## src/rtl/led_chain_ctrl.sv

```systemverilog
// Serialiser for a daisy-chain of STP16-class LED drivers: frame shift, latch
// pulse, global-brightness PWM on LED_OE and an SDO loopback integrity check.
module led_chain_ctrl #(
    parameter int C_N     = 16,
    parameter int C_DEV   = 2,
    parameter int C_DIV   = 2,
    parameter int C_PWM_W = 8
) (
    input  logic                   Clk,
    input  logic                   Rst_n,
    input  logic [C_N*C_DEV-1:0]   Frame_Data,
    input  logic                   Frame_Valid,
    output logic                   Frame_Ready,
    input  logic [C_PWM_W-1:0]     Bright,
    input  logic                   Blank,
    output logic                   Busy,
    output logic                   Err_Flag,
    output logic                   LED_Clk,
    output logic                   LED_SDI,
    output logic                   LED_LE,
    output logic                   LED_OE,
    input  logic                   LED_SDO
);
    localparam int TOT   = C_N * C_DEV;
    localparam int BIT_W = (TOT > 1) ? $clog2(TOT) : 1;
    localparam int DIV_W = (C_DIV > 1) ? $clog2(C_DIV) : 1;
    localparam logic [BIT_W-1:0]   BIT_LAST = BIT_W'(TOT - 1);
    localparam logic [DIV_W-1:0]   DIV_LAST = DIV_W'(C_DIV - 1);
    localparam logic [C_PWM_W-1:0] PWM_LAST = C_PWM_W'((2 ** C_PWM_W) - 2);

    typedef enum logic [1:0] {ST_IDLE, ST_SHIFT, ST_LATCH} state_t;

    state_t             state_reg, state_next;
    logic [DIV_W-1:0]   div_reg, div_next;
    logic               high_reg, high_next;
    logic [BIT_W-1:0]   bit_reg, bit_next;
    logic [TOT-1:0]     shift_reg, shift_next;
    logic [TOT-1:0]     prev_reg, prev_next;
    logic               prev_valid_reg, prev_valid_next;
    logic               chain_valid_reg, chain_valid_next;
    logic               err_reg, err_next;
    logic               ready_reg, ready_next;
    logic               busy_reg, busy_next;
    logic               led_clk_reg, led_clk_next;
    logic               led_sdi_reg, led_sdi_next;
    logic               led_le_reg, led_le_next;
    logic               led_oe_reg, led_oe_next;
    logic [C_PWM_W-1:0] pwm_cnt_reg, pwm_cnt_next;
    logic [C_PWM_W-1:0] bright_reg, bright_next;

    // Frame and previous-frame registers rotate rather than shift, so after TOT
    // bits each is back in its original order and the frame can become "previous".
    always_comb begin
        state_next       = state_reg;
        div_next         = div_reg;
        high_next        = high_reg;
        bit_next         = bit_reg;
        shift_next       = shift_reg;
        prev_next        = prev_reg;
        prev_valid_next  = prev_valid_reg;
        chain_valid_next = chain_valid_reg;
        err_next         = err_reg;
        case (state_reg)
            ST_IDLE: begin
                if (Frame_Valid && ready_reg) begin
                    state_next = ST_SHIFT;
                    shift_next = Frame_Data;
                    div_next   = '0;
                    high_next  = 1'b0;
                    bit_next   = '0;
                end
            end
            ST_SHIFT: begin
                if (div_reg == DIV_LAST) begin
                    div_next = '0;
                    if (!high_reg) begin
                        // Last low-phase cycle: SDO still shows the old chain bit.
                        high_next = 1'b1;
                        if (prev_valid_reg && (LED_SDO != prev_reg[TOT-1]))
                            err_next = 1'b1;
                    end else begin
                        high_next  = 1'b0;
                        shift_next = {shift_reg[TOT-2:0], shift_reg[TOT-1]};
                        prev_next  = {prev_reg[TOT-2:0], prev_reg[TOT-1]};
                        if (bit_reg == BIT_LAST)
                            state_next = ST_LATCH;
                        else
                            bit_next = bit_reg + 1'b1;
                    end
                end else begin
                    div_next = div_reg + 1'b1;
                end
            end
            ST_LATCH: begin
                if (div_reg == DIV_LAST) begin
                    state_next       = ST_IDLE;
                    div_next         = '0;
                    prev_next        = shift_reg;
                    prev_valid_next  = 1'b1;
                    chain_valid_next = 1'b1;
                end else begin
                    div_next = div_reg + 1'b1;
                end
            end
            default: state_next = ST_IDLE;
        endcase

        led_clk_next = (state_next == ST_SHIFT) && high_next;
        led_sdi_next = (state_next == ST_SHIFT) && shift_next[TOT-1];
        led_le_next  = (state_next == ST_LATCH);
        busy_next    = (state_next != ST_IDLE);
        ready_next   = (state_next == ST_IDLE);
    end

    // Brightness is only picked up at the start of a PWM period.
    always_comb begin
        bright_next  = (pwm_cnt_reg == '0) ? Bright : bright_reg;
        pwm_cnt_next = (pwm_cnt_reg == PWM_LAST) ? '0 : pwm_cnt_reg + 1'b1;
        led_oe_next  = !chain_valid_reg || Blank || (pwm_cnt_reg >= bright_next);
    end

    always_ff @(posedge Clk or negedge Rst_n) begin
        if (!Rst_n) begin
            state_reg       <= ST_IDLE;
            div_reg         <= '0;
            high_reg        <= 1'b0;
            bit_reg         <= '0;
            shift_reg       <= '0;
            prev_reg        <= '0;
            prev_valid_reg  <= 1'b0;
            chain_valid_reg <= 1'b0;
            err_reg         <= 1'b0;
            ready_reg       <= 1'b0;
            busy_reg        <= 1'b0;
            led_clk_reg     <= 1'b0;
            led_sdi_reg     <= 1'b0;
            led_le_reg      <= 1'b0;
            led_oe_reg      <= 1'b1;
            pwm_cnt_reg     <= '0;
            bright_reg      <= '0;
        end else begin
            state_reg       <= state_next;
            div_reg         <= div_next;
            high_reg        <= high_next;
            bit_reg         <= bit_next;
            shift_reg       <= shift_next;
            prev_reg        <= prev_next;
            prev_valid_reg  <= prev_valid_next;
            chain_valid_reg <= chain_valid_next;
            err_reg         <= err_next;
            ready_reg       <= ready_next;
            busy_reg        <= busy_next;
            led_clk_reg     <= led_clk_next;
            led_sdi_reg     <= led_sdi_next;
            led_le_reg      <= led_le_next;
            led_oe_reg      <= led_oe_next;
            pwm_cnt_reg     <= pwm_cnt_next;
            bright_reg      <= bright_next;
        end
    end

    assign Frame_Ready = ready_reg;
    assign Busy        = busy_reg;
    assign Err_Flag    = err_reg;
    assign LED_Clk     = led_clk_reg;
    assign LED_SDI     = led_sdi_reg;
    assign LED_LE      = led_le_reg;
    assign LED_OE      = led_oe_reg;

endmodule

```

## config.mk

```make
export PLATFORM = sky130hd
export DESIGN_NAME = led_chain_ctrl
export DESIGN_NICKNAME = d
export VERILOG_FILES = /design/src/rtl/led_chain_ctrl.sv
export SDC_FILE = /design/constraint.sdc
export NUM_CORES = 1
export LEC_CHECK = 0
export BUFFER_PORTS_ARGS = -buffer_cell sky130_fd_sc_hd__buf_2
export CORE_ASPECT_RATIO = 2
export CORE_MARGIN = 2
export CORE_UTILIZATION = 35
export DETAILED_ROUTE_END_ITERATION = 7
export HOLD_SLACK_MARGIN = 0.08
export PLACE_DENSITY = 0.57
export SYNTH_ARGS = -nofsm -noshare
export SYNTH_HDL_FRONTEND = slang
export SYNTH_SLANG_ARGS = --single-unit
```

## constraint.sdc

```tcl
create_clock -name Clk -period 3.4 [get_ports Clk]
set_input_delay 0.17 -clock Clk [delete_from_list [all_inputs] [get_ports Clk]]
set_output_delay 0.17 -clock Clk [all_outputs]
set_load 0.01 [all_outputs]
```

==> out/metrics.yaml, run 1 <==
outcome: "completed"
async_reset_ff_share_pct: 100.0
yosys.area_share.simple_pct: 14.21
grt_pass1_wl_um: 17890
grt_pass1_vias: 3693
n_antenna_cell: 0
pin_count: 52
syn_nets: 511
grt_max_degree: 65
ys_types: 48
drt-total-wl_um: 10610
rsz0062_at_grt: "false"
finalClockSkew_ps: 7.880
crit_buf_inv: 1
max_freq_mhz: 376.9
max-vdd-ir-drop_mv: 0.3588
drive_above_1_share_pct: 16.73
register_area_um2: 2429
multiInputGateArea_um2: 2012
synth_top_family_by_area: "simple AND/OR/NAND/NOR gates"
clock_latency_ps: 360
path_cells: "inv_1 > ha_1 > nor2_1 > or3_1 > a222oi_1 > nor2_1"
postCtsResizedCells: 0
cpPeakStageDelay_ps: 610
place.gp.congestion: 0.8476
clk_pin_slew_worst_paths_ps: 70
hp-start: "Frame_Data[7]"
numPortBuffers: 51
timing.final.crit_period_ps: 2653
clockRootBuffer: "clkbuf_16"
synth-xor-area-share_pct: 1.141
final_common_cell: "dfrtp_1"
antenna_found_initial: 0
vias: 3574
rr_worst_depth: 6
layout_common_cells: "dfrtp_1 (96), nor2_1 (73), buf_2 (50)"
hold_violations: 0
crit_type: "reg2reg"
end_kind: "flop"
synth_edf_count: 0
fillCellCount: 1227
ant_nets: 0
path_common_cell: "nor2_1"
place_area_um2: 5009
p_total_w: 0.003854
crit_slowest_cell: "or3_1"
hold_depth: 3
fin_crit_sh_pct: 78.04
yosysWarnings: 0
syn_area_per_cell_um2: 10.28
cp-start-kind: "flop"
synthCells: 448
synthAdderAreaFrac_pct: 4.890
htree_levels: 3
row_count: 59
grtUsageTotal_pct: 15.84
path_max_fanout: 13
r2r-start: "state_reg[1]"
cts_buffer_depth: 2
path_delay_family: "simple AND/OR/NAND/NOR gates"
first_pass_iters: 4
synth-seq-cells: 97
hp-class: "in2reg"
layout.nets: 578
cp.required_ps: 3620
utilization_pct: 42.93
cts_buffers: 9
drc: 0
clock-sinks: 97
syn_to_final_growth_pct: 20.43
synth_compound_area_share_pct: 14.02
setup-tns-final_ps: 0
cp-startpoint: "state_reg[1]"
dieArea_um2: 14150
crit_arrival_ps: 2870
p_leak_nw: 2.472
vias_per_cell: 5.318
synthMuxAreaShare_pct: 9.237
drv_slew: 0
grt_remaining_overflow: 0
hpwl_um: 7092
start_util_pct: 35.65
stdcell_area_um2: 5547
drv_cap: 0
setup_viol: 0
relSlewSlack_pct: 47.34
core_area_um2: 12920
synth_area_um2: 4606
die_x_um: 85.12
drt-initial-drc-count: 158
cp.depth: 6
synth_flop_cell: "dfrtp_1"
die_h_um: 166.2
worst_slew_pin_slew_ps: 789.9
yosysSeqAreaShare_pct: 52.73
wl_per_cell_um: 15.79
tritoncts: "built"
cellPowerDensity_nw_per_um2: 694.8
-- per-layer routing --
layer  GRT usage, %  up-vias  routed length (µm)
li1               -     1715                   -
met1          17.89     1758                4269
met2          28.70       85                5685
met3          3.131       16                 403
met4          5.935        0                 255
met5              0        -                   0
-- synth_stat cells (all sizes together), types with 2 or more instances --
library cell	count	area, µm²
dfrtp	96	2402
nor2	73	274.0
nand2	46	172.7
mux2i	38	380.4
o21ai	37	185.2
a221oi	31	271.5
clkbuf	20	75.07
ha	18	225.2
inv	16	60.06
buf	8	38.78
nand3	8	40.04
mux2	4	45.04
nor3	4	25.02
xor2	4	35.03
a21oi	3	15.01
and3	3	18.77
nand2b	3	18.77
nor2b	3	18.77
a2111oi	2	23.77
a211oi	2	15.01
a21boi	2	26.28
a311oi	2	17.52
a31oi	2	12.51
or4	2	15.01
xnor2	2	17.52
-- final cells by class --
class	instances	share of cell area (%)
clock buffer	9	4.060
clock inverter	7	1.128
inverter	16	1.083
multi-input combinational	307	36.27
sequential	97	43.79
tap	152	3.429
timing repair buffer	84	10.24
-- power breakdown --
group | internal, W | total (W) | switching [W] | leakage [nW]
Sequential | 0.00143 | 0.00167 | 0.000241 | 1.23
Clock | 0.000514 | 0.00100 | 0.000490 | 0.144
Combinational | 0.000473 | 0.00118 | 0.000702 | 1.10
-- per-stage QoR --
| step | cells | hold WS (ps) | setup WS (ps) |
|---|---|---|---|
| finish | 672 | 85.42 | 746.6 |
| global route | 672 | 96.78 | 424.9 |
| CTS | 672 | 80.33 | 728.4 |
| detailed placement | 631 | 311.5 | 760.1 |
| global placement | 631 | 305.3 | 838.1 |
| floorplan | 448 | -125.6 | 1008 |
-- path summary, 6_finish.rpt --
kind,end,slack (ps)
max,LED_SDI,750
min,shift_reg[7],90
max reg2reg,LED_SDI,750
min reg2reg,bit_reg[3],480
max in group asynchronous,LED_OE,2110
min in group asynchronous,LED_LE,440
-- kinds of logic (layout without fill, tap and decap cells) --
kind of cell | after synthesis | count (layout)
xor gates and xnor gates | 6 | 6
AOI/OAI and AO/OA | 90 | 90
muxes | 42 | 42
and+or+nand+nor | 151 | 151
adders and majority gates | 18 | 18
DFF | 97 | 97
buffers and inverters | 44 | 116
-- worst reg2reg max path: stages, from the launching register on --
cell	delay, ps
dfrtp_1	420
inv_1	100
ha_1	460
nor2_1	250
or3_1	610
a222oi_1	580
nor2_1	100
-- what timing repair did --
item | CTS | global route
endpoints found under the hold margin | 83 | 0
buffers inserted | 0 | 0
hold buffers | 25 | 0
No activity file was read; power rests on OpenSTA's default activity.
==> run 2, diff against run 1 <==
--- a/config.mk
+++ b/config.mk
@@ -5,13 +5,14 @@
 export SDC_FILE = /design/constraint.sdc
 export NUM_CORES = 1
 export LEC_CHECK = 0
+export ABC_AREA = 1
 export BUFFER_PORTS_ARGS = -buffer_cell sky130_fd_sc_hd__buf_2
 export CORE_ASPECT_RATIO = 2
 export CORE_MARGIN = 2
 export CORE_UTILIZATION = 35
 export DETAILED_ROUTE_END_ITERATION = 7
 export HOLD_SLACK_MARGIN = 0.08
-export PLACE_DENSITY = 0.57
+export PLACE_DENSITY = 0.59
 export SYNTH_ARGS = -nofsm -noshare
 export SYNTH_HDL_FRONTEND = slang
 export SYNTH_SLANG_ARGS = --single-unit
==> constraint.sdc (replaced) <==
create_clock -name Clk -period 2.3 [get_ports Clk]
set_input_delay 0.115 -clock Clk [delete_from_list [all_inputs] [get_ports Clk]]
set_output_delay 0.115 -clock Clk [all_outputs]
set_load 0.01 [all_outputs]
==> out/metrics.yaml, run 2 <==
synthTopCellsByArea: "dfrtp_1 (49%), nand2_1 (13%), o21ai_0 (9.1%)"  # was dfrtp_1 (52%), mux2i_1 (8.3%), nor2_1 (5.9%)
row_count: 61  # was 59
crit_slowest_cell: "dfrtp_1"  # was or3_1
path_delay_family: "simple AND/OR/NAND/NOR gates"  # unchanged
drv_slew: 0  # unchanged
synth_top_family_by_area: "simple AND/OR/NAND/NOR gates"  # unchanged
clock-sinks: 97  # unchanged
crit_type: "reg2reg"  # unchanged
synthTopCellsByCount: "nand2_1 (167), dfrtp_1 (96), o21ai_0 (89)"  # was dfrtp_1 (96), nor2_1 (73), nand2_1 (46)
crit_arrival_ps: 2320  # was 2870 ps
timing.final.ws_setup_ps: 230.4  # was 746.6 ps
place.gp.congestion: 0.8113  # was 0.8476
tritoncts: "built"  # unchanged
synth_area_um2: 4921  # was 4606 µm²
end_kind: "flop"  # unchanged
pre_cts_ws_ps: 191.5  # was 760.1 ps
setup_viol: 0  # unchanged
dieArea_um2: 15080  # was 14150 µm²
numPortBuffers: 51  # unchanged
register_area_um2: 2429  # unchanged
yosysTopAreaCell: "dfrtp_1"  # unchanged
drive_above_1_share_pct: 13.20  # was 16.73%
yosysWarnings: 0  # unchanged
core_area_um2: 13810  # was 12920 µm²
rsz0062_at_grt: "false"  # unchanged
cts_buffers: 9  # unchanged
p_total_w: 0.005999  # was 0.003854 W
timing.final.crit_period_ps: 2070  # was 2653 ps
grt_max_degree: 68  # was 65
wl_per_cell_um: 13.06  # was 15.79 µm
finalClockSkew_ps: 8.596  # was 7.880 ps
synth_compound_area_share_pct: 16.81  # was 14.02%
p_leak_nw: 2.782  # was 2.472 nW
n_antenna_cell: 0  # unchanged
first_pass_iters: 4  # unchanged
synth.most_common_cell: "nand2_1"  # was dfrtp_1
fin_crit_sh_pct: 89.98  # was 78.04%
relSlewSlack_pct: 66.71  # was 47.34%
multiInputGateArea_um2: 2101  # was 2012 µm²
synth-seq-cells: 97  # unchanged
clockRootBuffer: "clkbuf_16"  # unchanged
start_util_pct: 35.62  # was 35.65%
wl_met1_um: 4362  # was 4269 µm
pin_count: 52  # unchanged
layout_common_cells: "nand2_1 (167), dfrtp_1 (96), o21ai_0 (89)"  # was dfrtp_1 (96), nor2_1 (73), buf_2 (50)
layout.nets: 718  # was 578
postCtsSetupBuffers: 0  # unchanged
drv_cap: 0  # unchanged
syn_nets: 653  # was 511
cpPeakStageDelay_ps: 410  # was 610 ps
yosys.area_share.simple_pct: 19.96  # was 14.21%
synth_edf_count: 0  # unchanged
vias_per_cell: 4.769  # was 5.318
dp_cells: 810  # was 631
synthCells: 590  # was 448
final_common_cell: "nand2_1"  # was dfrtp_1
fillCellCount: 1359  # was 1227
wl_met3_um: 312  # was 403 µm
hold_violations: 0  # unchanged
drt-total-wl_um: 11080  # was 10610 µm
synth_flop_cell: "dfrtp_1"  # unchanged
synthAdderAreaFrac_pct: 4.577  # was 4.890%
cp-start-kind: "flop"  # unchanged
hpwl_um: 7822  # was 7092 µm
dr_wl_met2_um: 6113  # was 5685 µm
outcome: "completed"  # unchanged
max-vdd-ir-drop_mv: 0.4449  # was 0.3588 mV
worst_slew_pin_slew_ps: 497.5  # was 789.9 ps
grt_pass1_vias: 4089  # was 3693
path_max_fanout: 14  # was 13
clock_latency_ps: 340  # was 360 ps
grt_pass1_wl_um: 18870  # was 17890 µm
clk_pin_slew_worst_paths_ps: 70  # about the same
ys_types: 35  # was 48
grt_remaining_overflow: 0  # unchanged
drt-initial-drc-count: 207  # was 158
cellPowerDensity_nw_per_um2: 1010  # was 694.8 nW/µm²
crit_buf_inv: 2  # was 1
htree_levels: 3  # unchanged
finalNonFillerCells: 848  # was 672
syn_to_final_growth_pct: 20.75  # was 20.43%
fin_hold_ws_ps: 79.52  # was 85.42 ps
hp-class: "in2reg"  # unchanged
die_h_um: 171.7  # was 166.2 µm
antenna_found_initial: 0  # unchanged
synthMuxAreaShare_pct: 0  # was 9.237%
path_common_cell: "nand2_1"  # was nor2_1
max_freq_mhz: 483.2  # was 376.9 MHz
ant_nets: 0  # unchanged
die_x_um: 87.85  # was 85.12 µm
synth-xor-area-share_pct: 1.068  # was 1.141%
cts_buffer_depth: 2  # unchanged
yosysSeqAreaShare_pct: 49.35  # was 52.73%
top_layer: "met4"  # unchanged
drc: 0  # unchanged
cp.required_ps: 2550  # was 3620 ps
netlist.area_leader.share_pct: 48.82  # was 52.16%
grtUsageTotal_pct: 15.91  # was 15.84%
vias: 4044  # was 3574
async_reset_ff_share_pct: 100.0  # unchanged
path_cells: "inv_1 > ha_1 > nor3b_4 > buf_4 > nand3b_1 > nand2_1 > ha_1 > nand2_1 > o21bai_1 > nand2_1 > nand2_1 > nand4_1"  # was inv_1 > ha_1 > nor2_1 > or3_1 > a222oi_1 > nor2_1
syn_area_per_cell_um2: 8.341  # was 10.28 µm²
setup-tns-final_ps: 0  # unchanged
==> run 2: power by group <==
group          switching, W  internal [W]  total [W]  leakage [nW]
logic               0.00120      0.000655    0.00186          1.35
registers          0.000354       0.00221    0.00256          1.28
clock network      0.000633      0.000947    0.00158         0.149
total               0.00219       0.00381    0.00600          2.78
==> run 2: layout make-up <==
class,count,area share [%]
sequential,97,40.87
multi-input combinational,398,35.35
timing repair buffer,83,10.40
inverter,66,4.169
tap,189,3.980
clock buffer,10,3.853
clock inverter,5,1.369
==> run 2: repair_timing <==
action,CTS,global route
endpoints found under the hold margin,52,0
hold buffers,23,0
gates resized for setup,0,2
setup endpoints to repair,0,1
==> run 2: metal layers <==
layer / vias to the layer above / GRT usage [%]
met2: 58 / 29.38
met3: 17 / 2.687
met1: 1917 / 17.62
met4: 0 / 6.154
li1: 2052 / -
met5: - / 0
==> run 2: metrics by stage <==
step                util (%)  instance area, µm²
floorplan                  -                4921
global placement       39.04                5393
detailed placement     39.04                5393
CTS                    42.95                5933
global route           43.01                5942
finish                 43.01                5942
==> run 2: logic make-up (layout without fill, tap and decap cells) <==
group / count (synthesis) / count (layout)
adder cells (fa/ha/maj): 18 / 18
buffers and inverters: 95 / 164
AND/OR/NAND/NOR: 228 / 228
flip-flops: 97 / 97
XOR/XNOR: 6 / 6
AO/OA/AOI/OAI: 146 / 146
==> run 2: worst min-delay path: stages <==
cell and delay [ps]:
buf_2 70, a22oi_1 50, o21ai_0 150
==> run 2: path summary, 6_finish.rpt <==
path | startpoint | endpoint | slack (ps) | cells after the start
setup / recovery | pwm_cnt_reg[0] | LED_OE | 230 | 12
hold / removal | Frame_Data[23] | shift_reg[23] | 80 | 3
setup reg to reg | pwm_cnt_reg[0] | LED_OE | 230 | 12
hold reg to reg | bright_reg[1] | bright_reg[1] | 480 | 2
max in group asynchronous | Rst_n | LED_OE | 1330 | 3
min in group asynchronous | Rst_n | shift_reg[22] | 260 | 2
==> run 3, diff against run 2 <==
--- a/config.mk
+++ b/config.mk
@@ -12,7 +12,7 @@
 export CORE_UTILIZATION = 35
 export DETAILED_ROUTE_END_ITERATION = 7
 export HOLD_SLACK_MARGIN = 0.08
-export PLACE_DENSITY = 0.59
+export PLACE_DENSITY = 0.57
 export SYNTH_ARGS = -nofsm -noshare
 export SYNTH_HDL_FRONTEND = slang
 export SYNTH_SLANG_ARGS = --single-unit
==> constraint.sdc (replaced) <==
create_clock -name Clk -period 2 [get_ports Clk]
set_input_delay 0.1 -clock Clk [delete_from_list [all_inputs] [get_ports Clk]]
set_output_delay 0.1 -clock Clk [all_outputs]
set_load 0.01 [all_outputs]
==> out/metrics.yaml, run 3 (synthesis results as in run 2) <==
outcome: "complete, but fails checks"  # was completed
violations: "negative setup slack"
pre_cts_ws_ps: -55.10  # was 191.5 ps
drc: 0  # unchanged
hold_violations: 0  # unchanged
dp_cells: 818  # was 810
end_kind: "flop"  # unchanged
die_x_um: 87.85  # unchanged
start_util_pct: 35.62  # unchanged
grt_pass1_vias: 4321  # was 4089
tritoncts: "built"  # unchanged
layout_common_cells: "nand2_1 (157), dfrtp_1 (96), o21ai_0 (89)"  # was nand2_1 (167), dfrtp_1 (96), o21ai_0 (89)
clockRootBuffer: "clkbuf_16"  # unchanged
path_max_fanout: 6  # was 14
pin_count: 52  # unchanged
syn_to_final_growth_pct: 28.20  # was 20.75%
clock-sinks: 97  # unchanged
drv_cap: 0  # unchanged
finalNonFillerCells: 879  # was 848
timing.final.ws_setup_ps: -1.198  # was 230.4 ps
htree_levels: 3  # unchanged
rsz0062_at_grt: "true"  # was false
final_common_cell: "nand2_1"  # unchanged
hpwl_um: 8038  # was 7822 µm
numPortBuffers: 51  # unchanged
cpPeakStageDelay_ps: 380  # was 410 ps
grt_remaining_overflow: 0  # unchanged
multiInputGateArea_um2: 2276  # was 2101 µm²
n_antenna_cell: 0  # unchanged
antenna_found_initial: 0  # unchanged
core_area_um2: 13810  # unchanged
cp-start-kind: "flop"  # unchanged
fillCellCount: 1357  # was 1359
place.gp.congestion: 0.8098  # was 0.8113
path_cells: "inv_1 > ha_2 > nor3b_4 > nand2_4 > nand2_1 > nand2_1 > ha_4 > nand2_2 > nor2_4 > nand4_1 > nand4_1"  # was inv_1 > ha_1 > nor3b_4 > buf_4 > nand3b_1 > nand2_1 > ha_1 > nand2_1 > o21bai_1 > nand2_1 > nand2_1 > nand4_1
drt-total-wl_um: 12060  # was 11080 µm
cts_buffer_depth: 2  # unchanged
crit_slowest_cell: "dfrtp_1"  # unchanged
vias: 4162  # was 4044
drive_above_1_share_pct: 19.13  # was 13.20%
relSlewSlack_pct: 62.39  # was 66.71%
worst_slew_pin_slew_ps: 564.1  # was 497.5 ps
grtUsageTotal_pct: 16.69  # was 15.91%
first_pass_iters: 4  # unchanged
place_area_um2: 5421  # was 5393 µm²
die_h_um: 171.7  # unchanged
clock_latency_ps: 340  # about the same
wl_per_cell_um: 13.72  # was 13.06 µm
max_freq_mhz: 499.7  # was 483.2 MHz
cts_buffers: 9  # unchanged
grt_pass1_wl_um: 19740  # was 18870 µm
crit_arrival_ps: 2280  # was 2320 ps
finalClockSkew_ps: 7.425  # was 8.596 ps
p_leak_nw: 2.919  # was 2.782 nW
stdcell_area_um2: 6309  # was 5942 µm²
fin_hold_ws_ps: 78.86  # was 79.52 ps
max-vdd-ir-drop_mv: 0.5048  # was 0.4449 mV
cp.required_ps: 2280  # was 2550 ps
drt-initial-drc-count: 160  # was 207
setup_viol: 1  # was 0
fin_crit_sh_pct: 100.1  # was 89.98%
ant_nets: 0  # unchanged
timing.final.crit_period_ps: 2001  # was 2070 ps
dieArea_um2: 15080  # unchanged
row_count: 61  # unchanged
clk_pin_slew_worst_paths_ps: 70  # about the same
drv_slew: 0  # unchanged
utilization_pct: 45.67  # was 43.01%
grt_max_degree: 98  # was 68
layout.nets: 748  # was 718
vias_per_cell: 4.735  # was 4.769
register_area_um2: 2429  # unchanged
cellPowerDensity_nw_per_um2: 1093  # was 1010 nW/µm²
crit_type: "reg2reg"  # unchanged
hp-class: "in2reg"  # unchanged
## run 3: metrics by stage
stage	total power (W)	TNS [ps]
6_report	0.006895	-1.198
5_1_grt	0.007512	-86.11
4_1_cts	0.006847	0
3_5_place_dp	0.005068	-55.10
3_3_place_gp	0.004970	-19.47
2_1_floorplan	0.004419	0
## run 3: power breakdown
part	internal [W]	switching [W]
registers	0.00254	0.000409
clock network	0.000882	0.000815
logic	0.000769	0.00148
## run 3: critical path, delay by kind of cell, from the launching register on
family | cells | cell delay [ps]
buf+inv | 1 | 60
flops | 1 | 380
simple gates | 8 | 1070
fa+ha+maj | 2 | 430
## run 3: per-layer routing
metal | GRT usage (%) | vias to the layer above | wire length, µm
met5 | 0 | - | 0
met4 | 7.291 | 0 | 283
met3 | 2.591 | 19 | 248
met2 | 30.90 | 60 | 6910
met1 | 18.19 | 1964 | 4618
li1 | - | 2119 | -
## run 3: worst paths after layout
check / from / end / slack [ps] / cells after the start
max: pwm_cnt_reg[1] / LED_OE / -1 / 11
min: Frame_Data[7] / shift_reg[7] / 80 / 3
max reg2reg: pwm_cnt_reg[1] / LED_OE / -1 / 11
min reg2reg: bright_reg[7] / bright_reg[7] / 470 / 2
max in group asynchronous: Rst_n / LED_OE / 1210 / 3
min in group asynchronous: Rst_n / prev_reg[15] / 340 / 3
## run 3: area by class of cell
cell class                 count  area share [%]
inverter                      66           3.927
tap                          189           3.749
timing repair buffer         110           13.09
multi-input combinational    401           36.08
clock inverter                 7           1.091
clock buffer                   9           3.570
sequential                    97           38.50
## run 3: timing repair
| item | 4_1_cts | 5_1_grt |
|---|---|---|
| pin swaps | 6 | 15 |
| hold endpoints to repair | 129 | 0 |
| hold buffers | 34 | 0 |
| buffers inserted | 2 | 6 |
| gates cloned | 1 | 2 |
| endpoints found under the setup margin | 1 | 63 |
| resized for setup | 5 | 31 |
